===== config.mk =====
export PLATFORM = sky130hd
export DESIGN_NAME = genie_merge_fifo
export DESIGN_NICKNAME = d
export VERILOG_FILES = /design/src/rtl/genie_merge_fifo.sv
export SDC_FILE = /design/constraint.sdc
export NUM_CORES = 1
export LEC_CHECK = 0
export ABC_CLOCK_PERIOD_IN_PS = 4070
export CORE_UTILIZATION = 54
export DETAILED_ROUTE_END_ITERATION = 8
export PLACE_DENSITY = 0.81
export SYNTH_ARGS = -nofsm -noshare
export SYNTH_HDL_FRONTEND = slang
export SYNTH_SLANG_ARGS = --single-unit

===== constraint.sdc =====
create_clock -name clk -period 4.07 [get_ports clk]
set_clock_uncertainty 0.15 [all_clocks]
set_input_delay 0.6105 -clock clk [delete_from_list [all_inputs] [get_ports clk]]
set_output_delay 0.6105 -clock clk [all_outputs]
set_load 0.05 [all_outputs]

===== src/rtl/genie_merge_fifo.sv =====
// genie_merge_fifo: packet-aware synchronous FIFO placed after a merge node.
// Stores {eop, data} per entry, first-word fall-through output, registered
// fill level. Optional store-and-forward mode selected by the macro
// GENIE_MERGE_FIFO_SF_EN (undefined: cut-through).
module genie_merge_fifo #(
  parameter int WIDTH = 1,
  parameter int DEPTH = 4
) (
  input  logic                         clk,
  input  logic                         reset,
  input  logic [WIDTH-1:0]             i_data,
  input  logic                         i_valid,
  output logic                         o_ready,
  input  logic                         i_eop,
  output logic                         o_valid,
  output logic [WIDTH-1:0]             o_data,
  input  logic                         i_ready,
  output logic                         o_eop,
  output logic [$clog2(DEPTH+1)-1:0]   o_level
);

  localparam int PW = (DEPTH > 1) ? $clog2(DEPTH) : 1;
  localparam int LW = $clog2(DEPTH + 1);
  localparam logic [LW-1:0] FULL_LVL = LW'(DEPTH);

  // DEPTH must be a power of two and at least 2
  if (DEPTH < 2 || (DEPTH & (DEPTH - 1)) != 0) begin : gen_depth_check
    $error("genie_merge_fifo: DEPTH must be a power of two >= 2");
  end

  logic [PW-1:0]    wptr_q, wptr_d;
  logic [PW-1:0]    rptr_q, rptr_d;
  logic [LW-1:0]    level_q, level_d;
  logic [DEPTH-1:0] eop_mem_q;
  logic             push;
  logic             pop;
  logic             head_eop;

  // Handshakes and status flags; o_ready is held low while reset is asserted
  always_comb begin
    o_ready  = !reset && (level_q != FULL_LVL);
    push     = i_valid && o_ready;
    pop      = o_valid && i_ready;
    head_eop = eop_mem_q[rptr_q];
    o_eop    = head_eop;
    o_level  = level_q;
  end

`ifdef GENIE_MERGE_FIFO_SF_EN
  logic [LW-1:0] pkt_q, pkt_d;

  // Complete-packet count; a full FIFO releases data anyway so long packets cannot deadlock
  always_comb begin
    pkt_d = pkt_q;
    case ({push && i_eop, pop && head_eop})
      2'b10:   pkt_d = pkt_q + LW'(1);
      2'b01:   pkt_d = pkt_q - LW'(1);
      default: pkt_d = pkt_q;
    endcase
    o_valid = (level_q != '0) && ((pkt_q != '0) || (level_q == FULL_LVL));
  end

  // Packet counter register
  always_ff @(posedge clk) begin
    if (reset) pkt_q <= '0;
    else       pkt_q <= pkt_d;
  end
`else
  // Cut-through: any stored word is presented
  always_comb begin
    o_valid = (level_q != '0);
  end
`endif

  // Next pointer and level values
  always_comb begin
    wptr_d  = push ? wptr_q + PW'(1) : wptr_q;
    rptr_d  = pop  ? rptr_q + PW'(1) : rptr_q;
    level_d = level_q;
    case ({push, pop})
      2'b10:   level_d = level_q + LW'(1);
      2'b01:   level_d = level_q - LW'(1);
      default: level_d = level_q;
    endcase
  end

  // Pointer and level registers
  always_ff @(posedge clk) begin
    if (reset) begin
      wptr_q  <= '0;
      rptr_q  <= '0;
      level_q <= '0;
    end else begin
      wptr_q  <= wptr_d;
      rptr_q  <= rptr_d;
      level_q <= level_d;
    end
  end

  // End-of-packet storage (not reset)
  always_ff @(posedge clk) begin
    if (push) eop_mem_q[wptr_q] <= i_eop;
  end

  if (WIDTH > 0) begin : gen_data
    logic [WIDTH-1:0] data_mem_q [DEPTH];

    // Payload storage (not reset)
    always_ff @(posedge clk) begin
      if (push) data_mem_q[wptr_q] <= i_data;
    end

    // First-word fall-through read of the head entry
    always_comb begin
      o_data = data_mem_q[rptr_q];
    end
  end else begin : gen_no_data
    logic unused_data;

    // No payload is stored; only eop travels through the FIFO
    always_comb begin
      unused_data = ^i_data;
      o_data      = '0;
    end
  end

endmodule


**Word level (Yosys, flattened, before mapping)**

Memories as Yosys holds them, arrays and structs flattened. A register that Yosys moved wholly into a read port is not among the register bits.
Cells that the tools add are included.

- Multipliers: 0
- Reduce and logical (&&, ||, !) cells: 7
- Shift operators: 0
- Divide/modulo/power cells: 0
- Bitwise operators: 0
- Magnitude comparators: 3
- Equal/unequal tests: 3
- Add/subtract/negate cells: 4
- Mux-type cells: 10

Operator list:

| operator | number |
|---|---|
| < comparator 2 x 3 -> 1 bit, second input constant | 2 |
| one-hot mux 3 bit (2 select lines) | 1 |
| adder 2 x 1 -> 2 bit, second input constant | 2 |
| bitwise mux 4 bit | 1 |
| logical AND 1 bit | 4 |
| two-way mux 1 bit | 4 |
| two-way mux 2 bit | 2 |
| adder 3 x 1 -> 3 bit, second input constant | 1 |
| != test 3 bit, second input constant | 1 |
| nonzero test 3 bit | 1 |
| subtractor 3 x 1 -> 3 bit, second input constant | 1 |
| binary-select mux 1 bit (select 2 bit) | 1 |
| demux 1 bit (select 2 bit) | 1 |
| == test 2 x 1 -> 1 bit, second input constant | 1 |
| == test 2 bit, second input constant | 1 |
| >= comparator 2 x 1 -> 1 bit, second input constant | 1 |
| nonzero test 2 bit | 1 |
| logical NOT 1 bit | 1 |

- Flip-flop bits (word level): 11
- Bits in read-only memories: 0
- Bits in writable memories: 4
- Latch bits: 0
- Output and inout bits: 7
- Memories: 1

Memory list:

| memory | depth | bits a word | rd ports | clocked after Yosys merged registers in | wr ports | line | source |
|---|---|---|---|---|---|---|---|
| gen_data.data_mem_q | 4 | 1 | 1 | 1 | 1 | 106 | `logic [WIDTH-1:0] data_mem_q [DEPTH];` |

**Logic depth before layout (Yosys ltp)**

Gate-level depths: netlist of the first run.

- Depth in word-level cells: 5
- Depth in mapped cells: 9

**Worst setup path before layout of the first run**

OpenSTA, ideal clock, no wires.

- Kind: register to register
- Start point: reg level_q[2] (netlist: o_level[2])
- End point: reg level_q[2] (netlist: o_level[2])
- Arrival time: 2311 ps
- Buffers on the path: 0
- Path slack: 1539 ps
- Stages on the path, launching flop included: 10
- Data required time: 3850 ps
- Cells stage by stage: dfxtp_1 nor3b_2 nor3b_4 inv_1 ha_1 inv_1 fa_1 xor2_1 or3_1 a21oi_1

- Word-level cells in the longest chain between the ends: 5
- Elaborated cells on any way between the ends: 11
- Those cells by class: add/sub: 2; eq/ne: 3; mux: 1; reduce/logical: 5

RTL lines:

| what | line | source |
|---|---|---|
| from (decl) | 33 | `logic [LW-1:0] level_q, level_d;` |
| from (signal assigned) | 96 | `level_q <= level_d;` |
| != test 3 bit | 41 | `o_ready = !reset && (level_q != FULL_LVL);` |
| logical AND 1 bit | 41 |  |
| logical AND 1 bit | 42 | `push = i_valid && o_ready;` |
| == test 2 x 1 -> 1 bit or == test 2 bit (tied branches) | 80 | `case ({push, pop})` |
| one-hot mux 3 bit (2 select lines) or nonzero test 2 bit (tied branches) | n/a |  |

Several ways; a longest one is shown, not always the timed one.
A chain may end at the register's enable or synchronous reset.

**Worst setup path after layout of the first run**

- Start point: in reset
- End point: out o_ready

- Word-level cells in the longest chain between the ends: 2

RTL lines:

| what | line | source |
|---|---|---|
| from (decl) | 10 | `input logic reset,` |
| logical NOT 1 bit | 41 |  |
| logical AND 1 bit | 41 |  |
| to (decl) | 13 | `output logic o_ready,` |

No other way between the ends.

==> flow_metrics.env, run 1 <==
export IMPL_ant_nets=0
export IMPL_pre_cts_ws_ns=1.08
export IMPL_critPathMaxFanout=10
export IMPL_rsz0062_at_grt="false"
export IMPL_clkSlewWorstSetupHoldPaths_ns=0.09
export IMPL_cap_viol_max_count=0
export IMPL_nets=88
export IMPL_avgViaCountPerCell=5.07
export IMPL_n_antenna_cell=0
export IMPL_port_buffers=12
export IMPL_drive_gt1_share_pct=20.0
export IMPL_wl_per_cell_um=13.9
export IMPL_setup_viol=0
export IMPL_cts_buffer_depth=2
export IMPL_tightest_slew_ns=0.495
export IMPL_dr_total_vias=456
export IMPL_die_y_um=40.0
export IMPL_leakagePower_nw=0.351
export IMPL_cts_setup_buffers=0
export IMPL_slew_headroom_pct=66.9
export IMPL_rrSetupSlack_ns=1.70
export IMPL_grt_use_total_pct=20.1
export IMPL_die_area_um2=1600
export IMPL_power_density_nw_per_um2=657
export IMPL_io_pins=13
export IMPL_synth_seq_cells=17
export IMPL_syn_instance_count=60
export IMPL_numCtsBuffers=3
export IMPL_worstHoldPathType="flop to flop"
export IMPL_grt_pass1_vias=472
export IMPL_critPathMaxStageDelay_ns=0.81
export IMPL_syn_area_per_cell_um2=13.0
export IMPL_crit_chain="clkdlybuf4s50_1 > nor2_1 > clkdlybuf4s50_1"
export IMPL_power_w=0.000619
export IMPL_worst_slack_ns=1.10
export IMPL_critPathSlowestCell="clkdlybuf4s50_1"
export IMPL_synthToLayoutAreaGrowth_pct=20.7
export IMPL_htreeDepth=1
export IMPL_peakVddDrop_mv=0.385
export IMPL_drc=0
export IMPL_status="finished, final reports clean"
export IMPL_gp_congestion=0.763
export IMPL_required_ns=3.31
export IMPL_syn_num_nets=72
export IMPL_path_delay_family="buffers and inverters"
export IMPL_core_area_um2=1320
export IMPL_cts_hold_buf=0
export IMPL_grt_pass1_wl_mm=2.06
export IMPL_grt_max_degree=11
export IMPL_cts_root_buf="clkbuf_4"
export IMPL_dr_pass1_iters=4
export IMPL_cts_tree="yes"
export IMPL_worst_skew_pair_late_latency_ns=0.28
export IMPL_tns_ns=0
export IMPL_critPathArrivalTime_ns=2.21
export IMPL_cts_resized_gates=0
export IMPL_crit_buf_inv=2
export IMPL_crit_path_start_kind="primary input"
export IMPL_slew_viol_final=0
export IMPL_wl_mm=1.26
export IMPL_cp_common_cell="clkdlybuf4s50_1"
export IMPL_syn_cell_area_um2=781
export IMPL_fin_crit_ns=2.97
export IMPL_crit_path_end_kind="primary output"
export IMPL_yosys_warnings=0
export IMPL_grt_ovfl_total=0
export IMPL_clkSinkCount=17
export IMPL_hold_viol=0
export IMPL_timing_fmax_mhz=337
export IMPL_yosysSeqAreaShare_pct=53.8
export IMPL_start_util_pct=59.3
export IMPL_rows=13
export IMPL_die_w_um=40.0
export IMPL_antenna_found_initial=0
export IMPL_dp_hpwl_um=998
export IMPL_layout_worst_path_cycle_share_pct=72.9
export IMPL_synthDistinctLibCells=22
export IMPL_worstSetupPathType="primary input to primary output"
export IMPL_drt_initial_drc_count=10
## cell usage in the layout, fill, tap and decap left out
master and n:
a21oi_1 2, and2_2 4, clkbuf_4 3, clkdlybuf4s50_1 12, clkinv_2 1, dfxtp_1 9, edfxtp_1 8, fa_1 1
ha_1 5, inv_1 6, mux2_4 1, mux2i_1 1, mux4_2 2, nand2b_1 1, nor2_1 8, nor3b_2 1
nor3b_4 1, o21ai_0 1, o311ai_0 1, o31a_2 1, or3_1 1, or3_2 1, xnor2_1 1, xor2_1 3
## cells by family after synthesis
logic type	Yosys count	synth area share, %
AO/OA/AOI/OAI	5	4.33
AND/OR/NAND/NOR	17	14.3
XOR/XNOR	4	4.49
adder cells (fa/ha/maj)	6	10.6
multiplexers	4	8.97
buffers and inverters	7	3.52
flip-flops	17	53.8
## Yosys cell counts (all sizes together)
cell	n	area share [%]
buf	1	0.64
fa	1	2.6
xnor2	1	1.1
mux2	1	1.9
dfxtp	9	23
a21oi	2	1.3
o21ai	1	0.64
o31a	1	1.3
ha	5	8.0
inv	6	2.9
or3	2	1.8
and2	4	3.8
mux4	2	5.8
o311ai	1	1.1
mux2i	1	1.3
nor2	8	3.8
nand2b	1	0.80
xor2	3	3.4
nor3b	2	4.0
edfxtp	8	31
## path summary, 6_finish.rpt
kind | startpoint | endpoint | depth (start not counted)
worst max-delay path | reset | o_ready | 3
worst min-delay path | o_level[2]$_SDFFE_PP0P_ | o_level[2]$_SDFFE_PP0P_ | 2
worst max register to register | o_level[2]$_SDFFE_PP0P_ | o_level[2]$_SDFFE_PP0P_ | 9
worst min register to register | o_level[2]$_SDFFE_PP0P_ | o_level[2]$_SDFFE_PP0P_ | 2
## through the flow
step / hold slack [ns] / std cells / instance area [um2] / util (%)
floorplan: 0.325 / 60 / 781 / -
global placement: 0.354 / 86 / 915 / 69.4
detailed placement: 0.398 / 86 / 915 / 69.4
CTS: 0.412 / 90 / 942 / 71.5
global route: 0.467 / 90 / 942 / 71.5
finish: 0.415 / 90 / 942 / 71.5
## routing by layer
layer	vias to the layer above	GRT usage [%]	wire length, um
met2	8	36.7	655
met4	0	0.862	0
met1	215	22.5	563
li1	233	-	-
met5	-	0	0
met3	0	8.33	36
## layout make-up
class	count	area, um2
Clock buffer	3	22.5
Sequential cell	17	420
Inverter	6	22.5
Tap cell	15	18.8
Multi-Input combinational cell	36	333
Fill cell	91	375
Clock inverter	1	5.00
Timing Repair Buffer	12	120
## worst min-delay path, delay by kind of cell, from the launching register on
| kind | cells | cell delay [ns] |
|---|---|---|
| flip-flops | 1 | 0.37 |
| AO/OA/AOI/OAI | 2 | 0.15 |
## power breakdown
group          internal, W  leakage [nW]  switching, W
logic             0.000115         0.187      0.000167
registers         0.000211         0.146     0.0000366
clock network    0.0000365        0.0177     0.0000528
total             0.000363         0.351      0.000257
No activity file was read; power rests on OpenSTA's default activity.
==> run 2: changes to the inputs <==
Settings changed: ABC_CLOCK_PERIOD_IN_PS 4070 to 2900, CORE_UTILIZATION 54 to 50, PLACE_DENSITY 0.81 to 0.76.
Clock period 4.07 ns to 2.9 ns, I/O delays scaled along.
==> run 2 against run 1 <==
Final cell count is 1.1% higher. Via count is 1.5% higher. Count of clock-buffer cells in the layout stayed put. Critical path type is now flop to primary output.
==> flow_metrics.env, run 2 (synthesized netlist as in run 1, its figures left out) <==
export IMPL_tns_ns=0
export IMPL_die_y_um=41.5
export IMPL_cts_resized_gates=0
export IMPL_dp_hpwl_um=924
export IMPL_slew_viol_final=0
export IMPL_critPathMaxStageDelay_ns=0.71
export IMPL_wl_per_cell_um=12.7
export IMPL_avgViaCountPerCell=5.09
export IMPL_required_ns=2.32
export IMPL_numCtsBuffers=3
export IMPL_port_buffers=12
export IMPL_grt_max_degree=11
export IMPL_cap_viol_max_count=0
export IMPL_clkSinkCount=17
export IMPL_fin_crit_ns=2.51
export IMPL_rsz0062_at_grt="false"
export IMPL_dr_total_vias=463
export IMPL_synthToLayoutAreaGrowth_pct=21.3
export IMPL_n_antenna_cell=0
export IMPL_start_util_pct=56.5
export IMPL_drc=0
export IMPL_crit_chain="mux4_2 > clkdlybuf4s50_1"
export IMPL_hold_viol=0
export IMPL_worstHoldPathType="flop to flop"
export IMPL_leakagePower_nw=0.357
export IMPL_critPathMaxFanout=3
export IMPL_drt_initial_drc_count=9
export IMPL_dr_pass1_iters=4
export IMPL_status="finished, final reports clean"
export IMPL_final_common_cell="clkdlybuf4s50_1"
export IMPL_clkSlewWorstSetupHoldPaths_ns=0.10
export IMPL_place_inst=87
export IMPL_rows=13
export IMPL_grt_pass1_vias=452
export IMPL_worstSetupPathType="flop to primary output"
export IMPL_design_area_um2=947
export IMPL_htreeDepth=1
export IMPL_critPathSlowestCell="clkdlybuf4s50_1"
export IMPL_slew_headroom_pct=67.1
export IMPL_path_delay_family="buffers and inverters"
export IMPL_drive_gt1_share_pct=22.4
export IMPL_layout_worst_path_cycle_share_pct=86.5
export IMPL_gp_congestion=0.701
export IMPL_critPathArrivalTime_ns=1.92
export IMPL_die_w_um=41.5
export IMPL_cts_setup_buffers=0
export IMPL_peakVddDrop_mv=0.386
export IMPL_fin_cells=91
export IMPL_grt_ovfl_total=0
export IMPL_worst_skew_pair_late_latency_ns=0.29
export IMPL_ant_nets=0
export IMPL_die_area_um2=1720
export IMPL_setup_viol=0
export IMPL_nets=89
export IMPL_wl_mm=1.15
export IMPL_placed_cell_area_um2=920
export IMPL_cts_root_buf="clkbuf_4"
export IMPL_power_density_nw_per_um2=900
export IMPL_crit_buf_inv=1
export IMPL_cts_tree="yes"
export IMPL_tightest_slew_ns=0.493
export IMPL_crit_path_end_kind="primary output"
export IMPL_antenna_found_initial=0
export IMPL_grt_use_total_pct=15.7
export IMPL_core_area_um2=1380
export IMPL_cts_buffer_depth=2
export IMPL_crit_path_start_kind="flop"
export IMPL_cts_hold_buf=0
export IMPL_grt_pass1_wl_mm=1.90
export IMPL_io_pins=13
export IMPL_layout_common_cells="clkdlybuf4s50_1 (11), dfxtp_1 (9), nor2_1 (8), edfxtp_1 (8), inv_1 (6)"
export IMPL_timing_fmax_mhz=399
==> run 2: changes by cell type in the layout (fill, tap and decap cells not counted), sizes merged <==
cell and delta:
buf +2, clkdlybuf4s50 -1
==> run 2: report_power, final <==
part	total, W	internal (W)	switching, W
logic	0.000385	0.000159	0.000226
registers	0.000343	0.000296	0.0000472
clock network	0.000125	0.0000512	0.0000736
==> run 2: area by class of cell <==
cell class	count	area (um2)
fill	98	435
clock inverter	1	5.00
sequential	17	420
inverter	6	22.5
timing repair buffer	13	125
tap	15	18.8
clock buffer	3	22.5
multi-input combinational	36	333
==> run 2: per-layer routing <==
metal	global-route usage (%)	up-vias	wire length (um)
met3	5.22	2	40
met4	11.6	0	15
met1	17.4	212	491
met2	24.7	10	604
li1	-	239	-
met5	0	-	0
==> run 2: per-stage QoR <==
step / util, % / power (W) / setup slack, ns / hold slack, ns
2_1_floorplan: - / 0.000629 / 0.369 / 0.325
3_5_place_dp: 66.5 / 0.000739 / 0.368 / 0.362
5_1_grt: 68.5 / 0.000914 / 0.308 / 0.409
3_3_place_gp: 66.5 / 0.000736 / 0.406 / 0.352
4_1_cts: 68.5 / 0.000863 / 0.357 / 0.386
6_report: 68.5 / 0.000853 / 0.392 / 0.384
==> run 2: tightest hold or removal path, cell delays in order (launching register included) <==
cell and delay, ns:
dfxtp_1 0.36, nand2b_1 0.08, mux2i_1 0.06
==> run 2: worst paths after layout <==
check,from,endpoint,slack [ns],cells after the start
worst min-delay path,wptr_q[0]$_SDFFE_PP0P_,wptr_q[0]$_SDFFE_PP0P_,0.38,2
worst max register to register,o_level[2]$_SDFFE_PP0P_,o_level[2]$_SDFFE_PP0P_,0.59,9
worst min register to register,wptr_q[0]$_SDFFE_PP0P_,wptr_q[0]$_SDFFE_PP0P_,0.38,2
worst max-delay path,rptr_q[0]$_SDFFE_PP0P_,o_eop,0.39,2
